[src/rtl/fifo_pkt_writer.sv]
// Packet framer for the write port of the dual-clock FIFO: header (seq), data words, trailer (count).
// Define FIFO_WR_CSUM_EN to append an XOR checksum word after the trailer.
module fifo_pkt_writer #(
    parameter int DW      = 8,
    parameter int MAX_LEN = 16,
    parameter int CW      = 5
) (
    input  logic          wr_clk,
    input  logic          rst,
    input  logic          clr,
    input  logic [DW-1:0] s_data,
    input  logic          s_valid,
    input  logic          s_last,
    output logic          s_ready,
    output logic [DW-1:0] fifo_din,
    output logic          fifo_we,
    input  logic          fifo_full,
    input  logic          fifo_full_n,
    output logic          busy,
    output logic          trunc,
    output logic [DW-1:0] seq
);

    // state | meaning
    // IDLE  | waiting for a source word and room for a whole packet
    // HDR   | writing the sequence-number header
    // DATA  | forwarding source words
    // TRL   | writing the word-count trailer
    // CSUM  | writing the XOR checksum (checksum builds only)
    typedef enum logic [2:0] {
        IDLE,
        HDR,
        DATA,
`ifdef FIFO_WR_CSUM_EN
        CSUM,
`endif
        TRL
    } state_t;

    state_t        state, state_nxt;
    logic [DW-1:0] seq_nxt;
    logic [CW-1:0] cnt, cnt_nxt, cnt_inc;
    logic          trunc_nxt;
`ifdef FIFO_WR_CSUM_EN
    logic [DW-1:0] csum, csum_nxt;
`endif

    assign cnt_inc = cnt + CW'(1);
    assign busy    = (state != IDLE);

    always_ff @(posedge wr_clk) begin
        if (!rst || clr) begin
            state <= IDLE;
            seq   <= '0;
            cnt   <= '0;
            trunc <= 1'b0;
`ifdef FIFO_WR_CSUM_EN
            csum  <= '0;
`endif
        end else begin
            state <= state_nxt;
            seq   <= seq_nxt;
            cnt   <= cnt_nxt;
            trunc <= trunc_nxt;
`ifdef FIFO_WR_CSUM_EN
            csum  <= csum_nxt;
`endif
        end
    end

    always_comb begin
        state_nxt = state;
        seq_nxt   = seq;
        cnt_nxt   = cnt;
        trunc_nxt = 1'b0;
        fifo_we   = 1'b0;
        fifo_din  = '0;
        s_ready   = 1'b0;
`ifdef FIFO_WR_CSUM_EN
        csum_nxt  = csum;
`endif
        case (state)
            IDLE: begin
                if (s_valid && !fifo_full_n)
                    state_nxt = HDR;
            end
            HDR: begin
                if (!fifo_full) begin
                    fifo_we   = 1'b1;
                    fifo_din  = seq;
                    cnt_nxt   = '0;
`ifdef FIFO_WR_CSUM_EN
                    csum_nxt  = '0;
`endif
                    state_nxt = DATA;
                end
            end
            DATA: begin
                s_ready = !fifo_full;
                if (s_valid && !fifo_full) begin
                    fifo_we  = 1'b1;
                    fifo_din = s_data;
                    cnt_nxt  = cnt_inc;
`ifdef FIFO_WR_CSUM_EN
                    csum_nxt = csum ^ s_data;
`endif
                    // s_last wins over the length limit, so a full-length packet is not flagged
                    if (s_last) begin
                        state_nxt = TRL;
                    end else if (cnt_inc == CW'(MAX_LEN)) begin
                        state_nxt = TRL;
                        trunc_nxt = 1'b1;
                    end
                end
            end
            TRL: begin
                if (!fifo_full) begin
                    fifo_we  = 1'b1;
                    fifo_din = DW'(cnt);
`ifdef FIFO_WR_CSUM_EN
                    state_nxt = CSUM;
`else
                    seq_nxt   = seq + DW'(1);
                    state_nxt = IDLE;
`endif
                end
            end
`ifdef FIFO_WR_CSUM_EN
            CSUM: begin
                if (!fifo_full) begin
                    fifo_we   = 1'b1;
                    fifo_din  = csum;
                    seq_nxt   = seq + DW'(1);
                    state_nxt = IDLE;
                end
            end
`endif
            default: state_nxt = IDLE;
        endcase
    end

endmodule
[config.mk]
export PLATFORM = sky130hd
export DESIGN_NAME = fifo_pkt_writer
export DESIGN_NICKNAME = d
export VERILOG_FILES = /design/src/rtl/fifo_pkt_writer.sv
export SDC_FILE = /design/constraint.sdc
export NUM_CORES = 1
export LEC_CHECK = 0
export BUFFER_PORTS_ARGS = -buffer_cell sky130_fd_sc_hd__buf_4
export CORE_ASPECT_RATIO = 1.4
export CORE_UTILIZATION = 49
export DETAILED_ROUTE_END_ITERATION = 16
export PLACE_DENSITY = 0.87
export SETUP_SLACK_MARGIN = 0.5
export SLEW_MARGIN = 0
export SYNTH_ARGS = -nofsm -noshare
export SYNTH_HDL_FRONTEND = slang
export SYNTH_SLANG_ARGS = --single-unit
[constraint.sdc]
create_clock -name wr_clk -period 2.2 [get_ports wr_clk]
set_clock_uncertainty 0.1 [all_clocks]
set_input_delay 0.33 -clock wr_clk [delete_from_list [all_inputs] [get_ports wr_clk]]
set_output_delay 0.33 -clock wr_clk [all_outputs]
set_load 0.01 [all_outputs]
==> impl_metrics.csv <==
group,metric,value,unit
sta,tns,0,ps
die,rows,19,
synthesis,synthFlopType,"dfxtp_1",
sta,worst_pin_slew,616,ps
worst_setup_path,r2r-end,"state[1]$_SDFFE_PP0P_",
hold_path,whs_path_depth,2,
placed_design,gp_congestion,0.862,
sta,rsz0062_at_grt,"true",
worst_setup_path,critPathArrivalTime,1530,ps
global_routing,use_met1,34.5,%
die,start_util,52.4,%
synthesis,synth_top_area_share,30.6,%
sta,period_share,88.9,%
global_routing,use_met3,3.95,%
worst_setup_path,reg2reg_setup_slack,430,ps
synthesis,syn_nets,155,
global_routing,grt_pass1_wl,4.85,mm
route,wl_per_cell,17.0,um
worst_setup_path,critPathCaptureType,"primary output",
power_and_ir_drop,power.total,0.590,mW
placed_design,io_buffers,34,
sta,setup_viol,0,
sta,maxSlewHeadroom,59.0,%
flow_run,drv_cap,0,
cells_and_area,syn2layout_area_growth,49.3,%
synthesis,synth_common_cells,"nor2_1, dfxtp_1, a21oi_1, nand2_1, a22oi_1",
die,coreArea,2000,um2
synthesis,yosysMostFrequentCell,"nor2_1",
synthesis,async_reset_ff_share,0,%
synthesis,yosys_warnings,0,
worst_setup_path,crit_fanout,7,
power_and_ir_drop,ir_drop,0.363,mV
cells_and_area,layout.nets,199,
die,fp.dieW,41.1,um
synthesis,ys_types,34,
power_and_ir_drop,powerDensity,377,nW/um2
hold_path,hold-path-endpoint,"trunc$_SDFF_PP0_",
cts,clk_latency,300,ps
worst_setup_path,path_class,"reg2out",
cts,cts_buffer_depth,2,
route,drt-total-wl,3.35,mm
die,die_h,56.7,um
sta,period_needed,1960,ps
cts,path_clk_slew,100,ps
hold_path,hp-start,"s_last",
global_routing,gr-max-usage-layer,"met2",
sta,finalMaxSlewViolations,0,
synthesis,yosys.area.top_type,"dfxtp_1",
global_routing,track_usage,30.6,%
hold_path,hp-class,"in2reg",
synthesis,synth_edf_count,0,
synthesis,syn_avg_cell_area,7.87,um2
cells_and_area,num_antenna_cells,0,
die,dieArea,2330,um2
route,vias_per_cell,5.73,
global_routing,grt_pass1_vias,1071,
synthesis,syn_inst,133,
cts,cts_tree,"built",
worst_setup_path,reg2reg_depth,8,
placed_design,hpwl,1.87,mm
cells_and_area,drive_above_1_share,46.6,%
cells_and_area,fin_area,1560,um2
global_routing,grt_overflow,0,
global_routing,grt_max_degree,16,
cells_and_area,fillCellCount,131,
worst_setup_path,r2r-start,"state[1]$_SDFFE_PP0P_",
global_routing,gr-usage-met2,49.3,%
synthesis,synth-seq-cells,16,
status,status,"finished, final reports clean",
route,drtIter0Drc,49,
route,drc_errors,0,
placed_design,place_area,1310,um2
route,num_vias,1128,
synthesis,syn_area,1050,um2
synthesis,synth_area_leaders,"dfxtp_1, nor2_1, ha_1",
sta,fmax,511,MHz
route,dr.pass1.iters,4,
synthesis,ys_seq_area_share,30.6,%
sta,hold_viol,0,
cts,cts_buffers,3,
cts,cts_sinks,16,
cts,root_buffer,"clkbuf_4",
die,ios,35,
worst_setup_path,crit_required,1770,ps
worst_setup_path,critPathLaunchType,"flop",
cts,cts-htree-levels,1,
global_routing,antenna_found_initial,0,
power_and_ir_drop,p_leak,0.631,nW
route,postRouteAntennaNets,0,
## cell type report
type	instances	area, um2	share of cell area (%)
Clock buffer	4	36.3	2.32
Inverter	4	20.0	1.28
Multi-Input combinational cell	107	785	50.2
Sequential cell	16	332	21.2
Tap cell	21	26.3	1.68
Timing Repair Buffer	45	365	23.4
## metal layers
metal / up-vias / share of wire, %
li1: 547 / -
met1: 519 / 37
met2: 53 / 54
met3: 9 / 5.1
met4: 0 / 3.3
met5: - / 0
## per-stage QoR
stage          std cells  worst slack, ps  utilization [%]  hold WS [ps]
2_1_floorplan        133              513                -           307
3_3_place_gp         182              426             65.5           384
3_5_place_dp         182              341             65.5           406
4_1_cts              193              299             74.1          94.7
5_1_grt              197              159             78.3          95.5
6_report             197              243             78.3          99.1
## cells in the final DEF (no fill, tap or decap), types with 3 or more instances in the layout
cell,n
buf_4,40
nor2_1,24
dfxtp_1,11
a21oi_1,10
nand2_1,10
a22oi_2,8
mux2i_1,5
xor2_1,5
nor2b_1,4
o21ai_0,4
ha_4,4
buf_6,4
nand3_1,3
clkbuf_4,3
dfxtp_2,3
## critical path, stage by stage, from the launching register on
cell and delay, ps:
dfxtp_4 410, inv_4 50, ha_4 190, a22oi_1 180, nor2_1 70, a21oi_1 130
nor2_1 50, buf_4 140
## report_power, final
group | internal [mW] | switching, mW | total (mW)
logic | 0.0482 | 0.0427 | 0.0909
registers | 0.289 | 0.00340 | 0.293
clock network | 0.101 | 0.105 | 0.206
total | 0.439 | 0.151 | 0.590
## logic make-up after synthesis
family | share of synthesized area (%)
flip-flops | 30.6
AO/OA/AOI/OAI | 17.7
adder cells (fa/ha/maj) | 8.36
multiplexers | 4.78
AND/OR/NAND/NOR | 27.1
XOR/XNOR | 5.85
buffers and inverters | 5.61
## worst max path at each step
stage / cells after the start / slack, ps / endpoint / start
after global routing: 7 / 160 / fifo_din[4] / state[1]$_SDFFE_PP0P_
after global placement: 7 / 430 / fifo_din[2] / state[1]$_SDFFE_PP0P_
after CTS: 7 / 300 / fifo_din[0] / state[1]$_SDFFE_PP0P_
final: 7 / 240 / fifo_din[0] / state[1]$_SDFFE_PP0P_
after detailed placement: 7 / 340 / fifo_din[2] / state[1]$_SDFFE_PP0P_
after floorplan: 7 / 510 / fifo_din[5] / state[0]$_SDFFE_PP0P_
## registers in the layout, summed over array words and instances (netlist names)
| signal | flops |
|---|---|
| trunc | 1 |
| seq | 8 |
| state | 2 |
| cnt | 5 |
## what timing repair did
action / in CTS / in global routing
hold buffers: 0 / 0
gates resized for setup: 22 / 14
setup endpoints to repair: 15 / 20
setup buffers: 6 / 4
pin swaps: 11 / 4
cloned: 1 / 0
No activity file was read; power rests on OpenSTA's default activity.
